===== config.mk =====
export PLATFORM = sky130hd
export DESIGN_NAME = sram_port_arbiter
export DESIGN_NICKNAME = d
export VERILOG_FILES = /design/src/rtl/sram_port_arbiter_pkg.sv /design/src/rtl/sram_port_arbiter_rr_picker.sv /design/src/rtl/sram_port_arbiter.sv
export SDC_FILE = /design/constraint.sdc
export NUM_CORES = 1
export LEC_CHECK = 0
export BUFFER_PORTS_ARGS = -buffer_cell sky130_fd_sc_hd__clkbuf_2
export CAP_MARGIN = 0
export CORE_AREA = 4 4 60 48
export DETAILED_ROUTE_END_ITERATION = 8
export DIE_AREA = 0 0 64 52
export PLACE_DENSITY = 0.81
export SLEW_MARGIN = 20
export SYNTH_ARGS = -nofsm -noshare
export SYNTH_HDL_FRONTEND = slang
export SYNTH_SLANG_ARGS = --single-unit
export TNS_END_PERCENT = 100

===== constraint.sdc =====
create_clock -name i_clk -period 2 [get_ports i_clk]
set_clock_uncertainty 0.1 [all_clocks]
set_input_delay 0.3 -clock i_clk [delete_from_list [all_inputs] [get_ports i_clk]]
set_output_delay 0.3 -clock i_clk [all_outputs]
set_load 0.01 [all_outputs]

===== src/rtl/sram_port_arbiter_pkg.sv =====
// Shared types and sizing helpers for the sram port arbiter.
package sram_arb_pkg;

    typedef enum logic {
        IDLE = 1'b0,
        OWN  = 1'b1
    } arb_state_t;

    // Index width for n items, never narrower than one bit.
    function automatic int idx_w(input int n);
        return (n > 1) ? $clog2(n) : 1;
    endfunction

    localparam int OWNER_W_DEFAULT = idx_w(2);

endpackage


===== src/rtl/sram_port_arbiter_rr_picker.sv =====
// Round-robin picker: first set request at or above the pointer, wrapping.
module rr_picker
    import sram_arb_pkg::*;
#(
    parameter int NUM_REQ = 2,
    parameter int IW      = OWNER_W_DEFAULT
) (
    input  logic [NUM_REQ-1:0] i_req,
    input  logic [IW-1:0]      i_ptr,
    output logic [IW-1:0]      o_winner,
    output logic               o_any
);

    // Walk candidates from farthest to nearest so the nearest one wins.
    always_comb begin
        int j;
        o_winner = '0;
        o_any    = 1'b0;
        j        = 0;
        for (int k = NUM_REQ - 1; k >= 0; k--) begin
            j = int'(i_ptr) + k;
            if (j >= NUM_REQ) j = j - NUM_REQ;
            if (i_req[j]) begin
                o_winner = IW'(j);
                o_any    = 1'b1;
            end
        end
    end

endmodule


===== src/rtl/sram_port_arbiter.sv =====
// Single-port sram sharing between NUM_REQ requesters with round-robin
// arbitration, locked bursts capped at MAX_BURST when others wait, and
// read-data return tagged to the issuing requester.
module sram_port_arbiter
    import sram_arb_pkg::*;
#(
    parameter int NUM_REQ    = 2,
    parameter int ADDR_WIDTH = 4,
    parameter int DATA_WIDTH = 8,
    parameter int MAX_BURST  = 16
) (
    input  logic                          i_clk,
    input  logic                          i_rst,
    input  logic [NUM_REQ-1:0]            i_req,
    input  logic [NUM_REQ-1:0]            i_lock,
    input  logic [NUM_REQ-1:0]            i_we,
    input  logic [NUM_REQ*ADDR_WIDTH-1:0] i_addr,
    input  logic [NUM_REQ*DATA_WIDTH-1:0] i_wdata,
    output logic [NUM_REQ-1:0]            o_gnt,
    output logic [NUM_REQ-1:0]            o_rvalid,
    output logic [DATA_WIDTH-1:0]         o_rdata,
    output logic                          o_mem_cs,
    output logic                          o_mem_we,
    output logic [ADDR_WIDTH-1:0]         o_mem_addr,
    output logic [DATA_WIDTH-1:0]         o_mem_din,
    input  logic [DATA_WIDTH-1:0]         i_mem_dout
);

    localparam int IW = idx_w(NUM_REQ);
    localparam int BW = idx_w(MAX_BURST);

    arb_state_t         r_state, w_state_nxt;
    logic [IW-1:0]      r_owner, w_owner_nxt;
    logic [IW-1:0]      r_ptr, w_ptr_nxt;
    logic [BW-1:0]      r_burst, w_burst_nxt;
    logic [NUM_REQ-1:0] r_gnt, w_gnt_nxt;
    logic               r_rd_pend;
    logic [IW-1:0]      r_rd_tag;

    logic [NUM_REQ-1:0] w_own_mask, w_cand;
    logic [IW-1:0]      w_win, w_win_inc;
    logic               w_any, w_beat, w_last;

    // The current owner's request is stale once it releases, so it only
    // competes again through normal rotation on a later cycle.
    assign w_own_mask = (r_state == OWN) ? (NUM_REQ'(1) << r_owner) : '0;
    assign w_cand     = i_req & ~w_own_mask;
    assign w_beat     = (r_state == OWN) && i_req[r_owner];
    assign w_last     = (r_burst == BW'(MAX_BURST - 1));
    assign w_win_inc  = (w_win == IW'(NUM_REQ - 1)) ? '0 : w_win + IW'(1);

    rr_picker #(
        .NUM_REQ (NUM_REQ),
        .IW      (IW)
    ) u_picker (
        .i_req    (w_cand),
        .i_ptr    (r_ptr),
        .o_winner (w_win),
        .o_any    (w_any)
    );

    // Next owner, pointer and burst count; hand-over happens with no bubble.
    always_comb begin
        w_state_nxt = r_state;
        w_owner_nxt = r_owner;
        w_ptr_nxt   = r_ptr;
        w_burst_nxt = r_burst;
        case (r_state)
            IDLE: begin
                if (w_any) begin
                    w_state_nxt = OWN;
                    w_owner_nxt = w_win;
                    w_ptr_nxt   = w_win_inc;
                    w_burst_nxt = '0;
                end
            end
            OWN: begin
                if (!w_beat || !i_lock[r_owner] || (w_last && w_any)) begin
                    w_burst_nxt = '0;
                    if (w_any) begin
                        w_owner_nxt = w_win;
                        w_ptr_nxt   = w_win_inc;
                    end else begin
                        w_state_nxt = IDLE;
                    end
                end else begin
                    // Alone and locked: count wraps and the grant is kept.
                    w_burst_nxt = w_last ? '0 : r_burst + BW'(1);
                end
            end
            default: begin
                w_state_nxt = IDLE;
                w_burst_nxt = '0;
            end
        endcase
        w_gnt_nxt = (w_state_nxt == OWN) ? (NUM_REQ'(1) << w_owner_nxt) : '0;
    end

    // Arbitration state and read-return tag registers.
    always_ff @(posedge i_clk or posedge i_rst) begin
        if (i_rst) begin
            r_state   <= IDLE;
            r_owner   <= '0;
            r_ptr     <= '0;
            r_burst   <= '0;
            r_gnt     <= '0;
            r_rd_pend <= 1'b0;
            r_rd_tag  <= '0;
        end else begin
            r_state   <= w_state_nxt;
            r_owner   <= w_owner_nxt;
            r_ptr     <= w_ptr_nxt;
            r_burst   <= w_burst_nxt;
            r_gnt     <= w_gnt_nxt;
            r_rd_pend <= w_beat && !i_we[r_owner];
            if (w_beat) r_rd_tag <= r_owner;
        end
    end

    assign o_gnt      = r_gnt;
    assign o_rvalid   = r_rd_pend ? (NUM_REQ'(1) << r_rd_tag) : '0;
    assign o_rdata    = i_mem_dout;
    assign o_mem_cs   = w_beat;
    assign o_mem_we   = w_beat && i_we[r_owner];
    assign o_mem_addr = i_addr[r_owner*ADDR_WIDTH +: ADDR_WIDTH];
    assign o_mem_din  = i_wdata[r_owner*DATA_WIDTH +: DATA_WIDTH];

endmodule


==> impl_summary.md <==
Outcome
The run finished with clean final reports.

GRT
Entering global routing, the biggest net connects 15 pins. The global-route usage over all layers is 0.1458. The wire length of the first global-routing pass is 3815 um. The number of global-route vias before repair is 879. The number of antenna violations at the first check in global routing came to 0. Summed over all layers, the global routing overflow is 0.

Synthesis
The synthesized instance count is 94. Yosys mapped the design onto 32 distinct sky130hd cell types. The number of warnings reported in the yosys synthesis log is 0.

The synthesized net count is 135. The sequential cell area fraction in the yosys report is 0.3116. After synthesis, the mean cell area works out to 9.397 um2. The post-synthesis xor/xnor area fraction is 0.

The netlist area before placement is 883.3 um2. The synthesized design contains 11 register bits. The multiplexer share of the synthesized area is 0.1771. The simple-gate area share of the yosys netlist is 0.1785.

After synthesis, the largest family of logic cells by area is compound AO/OA/AOI/OAI gates. Of the total synthesized cell area, the portion taken by full adders, half adders and majority gates is 0.01416. The compound-cell area share of the yosys netlist came to 0.1827.

Worst setup path
STA classifies the critical path endpoint as an output port. The critical path goes through buf_4, mux2_2, clkbuf_2. The largest single stage delay on the critical path is 0.48 ns. Counting cells, the worst reg-to-reg path comes to 5.

STA puts the critical path data arrival time at 1.49 ns. The worst setup path is launched from a register. The cell type group with the largest total delay on the critical path is flip-flops. The cell with the biggest individual delay on the critical path is sky130_fd_sc_hd__dfrtp_2. The required time at the endpoint of the critical path is 1.60 ns.

The critical path start-end classification is register to output port. In this run the critical register-to-register path is launched from r_burst[0]. The endpoint identified for the worst register-to-register timing path is o_gnt[1]. Setup slack on the worst reg-to-reg path comes out at 0.34 ns. The most critical setup path has its endpoint at o_mem_din[7]. Counting buffers and inverters, the worst setup path is 3 cells deep. The maximum fanout along the worst path is 14.

The buffers plus inverters on the worst setup path is 2. The start point of the critical path is r_owner.

Layout
0 antenna diodes ended up in the layout. Fill cells in the final layout number 227. The count of nets after finishing is 178.

The summed area of non-filler cells in the final layout is 1111 um2. In the final layout, the share of cells above drive strength 1 is 0.5368. The sequential standard cell area is 276.5 um2. From synthesis to final layout, the design area changed by 25.78%. In the final layout, the multi-input gates occupy 488.0 um2.

The final cell utilization of the core is 0.4893.

Clock network
Clock latency on the worst-skew pair, taken at its later pin, is 0.27 ns. After clock tree synthesis, the setup repair step added 0 buffers. The clock net in this run drives a total of 11 sinks.

The H-tree depth reported by CTS is 1. The maximum clock path buffer count is 2. The clock root buffer is sky130_fd_sc_hd__clkbuf_4.

Clock-pin slew was measured on the worst setup and hold paths at 0.07 ns. The number of buffers inserted during clock tree synthesis is 3. TritonCTS built the clock tree.

Die
The core region area is 2271 um2. From left edge to right edge, the die measures 64 um. The floorplan has 15 rows. For this configuration, the core starts out at a cell density of 0.3890. The top-level I/O count is 66. The floorplan step set the die height to 52 um. The area enclosed by the die boundary is 3328 um2.

Detailed routing
For this run, design rule violations remaining after detail routing come to 0. In the final routing, the length of wire on met1 measures 880 um. The routed length per instance is 14.01 um.

The total length of routed met2 wires is 1345 um. The DRC marker count from the first detailed-route iteration is 21. For this block, the via count after detailed routing is 856. Dividing the detail-routed via count by the number of cells gives 5.035.

The highest metal layer carrying signal wires in the routed design is met4. In this run the remaining antenna-violating nets after routing total 0. The number of iterations in the first detailed-routing pass is 4.

Wire segments on met3 add up to 118 um in the final route. Wires add up to 2381 um.

STA
The worst pin sits at a relative slew slack of 0.7315. Setup repair after global routing left no endpoint under its margin. The total count of hold-check failures in the final report is 0. The count of endpoints failing setup in the final report is 0.

Adding up every negative setup slack in the final design gives 0 ns. The pin slew with the least headroom to its limit is 0.3964 ns. The number of pins with negative max-slew slack in the final report is 0. Based on the critical path, the design can be clocked at up to 0.5283 GHz. The period utilization is 0.9464. The post-route minimum period is 1.893 ns.

Power
The highest ir drop seen on vdd is 220.5 uV. The power density over the cells is 867.2 nW/um2. The overall power after layout is 963.6 uW. Summed over all cells, the static leakage comes to 0.0005776 uW.

Placement
In this run the cell area measured after placement is 1074 um2. The final RePlAce weighted congestion is 0.8056. Detailed placement finished with a half-perimeter wire length of 1936 um.

Port buffering added 49 buffers.

Job
Across the run, the number of max-cap violations was 0.

Min path
The class of the most critical hold timing path is primary input to register.
==> flip-flops by register name, summed over array words and instances, names as in the netlist <==
signal     count
r_owner        1
r_rd_pend      1
r_state        1
r_rd_tag       1
r_burst        4
o_gnt          2
r_ptr          1
==> worst min path at each step <==
stage                      endpoint  startpoint  cells past startpoint
after global routing      r_rd_pend     i_we[0]                      3
after CTS                 r_rd_pend     i_we[0]                      3
after floorplan            o_gnt[0]       i_rst                      1
after detailed placement   o_gnt[0]       i_rst                      2
after global placement     o_gnt[0]       i_rst                      2
final                     r_rd_pend     i_we[0]                      3
==> synthesized netlist by cell type <==
cell type,n,area [um2]
sky130_fd_sc_hd__a211oi_2,1,12.51
sky130_fd_sc_hd__a21boi_1,1,7.510
sky130_fd_sc_hd__a21o_1,1,7.510
sky130_fd_sc_hd__a21oi_1,5,25.02
sky130_fd_sc_hd__a21oi_2,2,17.52
sky130_fd_sc_hd__a22oi_1,1,7.510
sky130_fd_sc_hd__and2_1,2,12.51
sky130_fd_sc_hd__and3_1,2,12.51
sky130_fd_sc_hd__buf_4,11,82.58
sky130_fd_sc_hd__buf_6,2,22.52
sky130_fd_sc_hd__dfrtp_1,11,275.3
sky130_fd_sc_hd__ha_1,1,12.51
sky130_fd_sc_hd__inv_1,4,15.01
sky130_fd_sc_hd__mux2_2,13,146.4
sky130_fd_sc_hd__mux2i_1,1,10.01
sky130_fd_sc_hd__nand2_1,7,26.28
sky130_fd_sc_hd__nand2b_1,2,12.51
sky130_fd_sc_hd__nand3_1,3,15.01
sky130_fd_sc_hd__nand3b_1,1,7.510
sky130_fd_sc_hd__nand4_1,1,6.260
sky130_fd_sc_hd__nand4b_2,1,15.01
sky130_fd_sc_hd__nor2_1,2,7.510
sky130_fd_sc_hd__nor2b_1,1,6.260
sky130_fd_sc_hd__nor3_1,1,5.000
sky130_fd_sc_hd__nor4b_2,1,15.01
sky130_fd_sc_hd__nor4bb_1,1,10.01
sky130_fd_sc_hd__o21ai_0,7,35.03
sky130_fd_sc_hd__o21ai_1,4,20.02
sky130_fd_sc_hd__o22ai_2,1,12.51
sky130_fd_sc_hd__o311ai_1,1,8.760
sky130_fd_sc_hd__o31ai_1,1,7.510
sky130_fd_sc_hd__or2_1,1,6.260
==> routing by layer <==
| metal | vias up | GRT usage |
|---|---|---|
| met2 | 27 | 0.2899 |
| met1 | 404 | 0.1423 |
| met3 | 10 | 0.03672 |
| met4 | 0 | 0.06452 |
| li1 | 415 | - |
| met5 | - | 0 |
==> layout make-up <==
class,instances,share of cell area
Sequential cell,11,0.2489
Clock buffer,4,0.02365
Tap cell,34,0.03829
Timing Repair Buffer,51,0.2365
Inverter,4,0.01351
Multi-Input combinational cell,66,0.4392
==> stage by stage <==
stage / instances / hold WS (ns) / worst slack, ns
after CTS: 170 / 0.2917 / 0.002566
after floorplan: 94 / 0.05244 / 0.5275
after detailed placement: 165 / 0.1935 / 0.3001
final: 170 / 0.2836 / 0.1072
after global routing: 170 / 0.3169 / 0.05574
after global placement: 165 / 0.1876 / 0.3593
==> worst min-delay path, delay by kind of cell <==
kind          cells  cell delay (ns)
buf+inv           1             0.08
mux               1             0.07
simple gates      1             0.18
==> repair_timing <==
action	CTS	global route
hold buffers	1	0
endpoints found under the setup margin	0	12
hold endpoints to repair	11	0
resized for setup	0	1
==> kinds of logic after synthesis <==
kind of cell    count (synthesis)
simple gates                   26
compound gates                 25
buf+inv                        17
mux                            14
flops                          11
fa+ha+maj                       1
==> report_power, final <==
| part | switching [uW] | internal, uW | leakage (uW) |
|---|---|---|---|
| logic | 233 | 236 | 0.000423 |
| registers | 64.9 | 277 | 0.000139 |
| clock network | 76.3 | 77.1 | 0.0000150 |
| total | 374 | 590 | 0.000578 |
==> placed cells by master, fill, tap and decap left out, types with 2 or more instances in the layout <==
cell and instances:
sky130_fd_sc_hd__nand2_1 7, sky130_fd_sc_hd__mux2_2 13, sky130_fd_sc_hd__clkbuf_4 3, sky130_fd_sc_hd__nand3_1 3
sky130_fd_sc_hd__dfrtp_1 10, sky130_fd_sc_hd__nand2b_1 2, sky130_fd_sc_hd__o21ai_1 4, sky130_fd_sc_hd__and3_1 2
sky130_fd_sc_hd__a21oi_1 5, sky130_fd_sc_hd__inv_1 4, sky130_fd_sc_hd__clkbuf_2 49, sky130_fd_sc_hd__and2_1 2
sky130_fd_sc_hd__a21oi_2 2, sky130_fd_sc_hd__o21ai_0 7, sky130_fd_sc_hd__nor2_1 2
No activity file was read; power rests on OpenSTA's default activity.
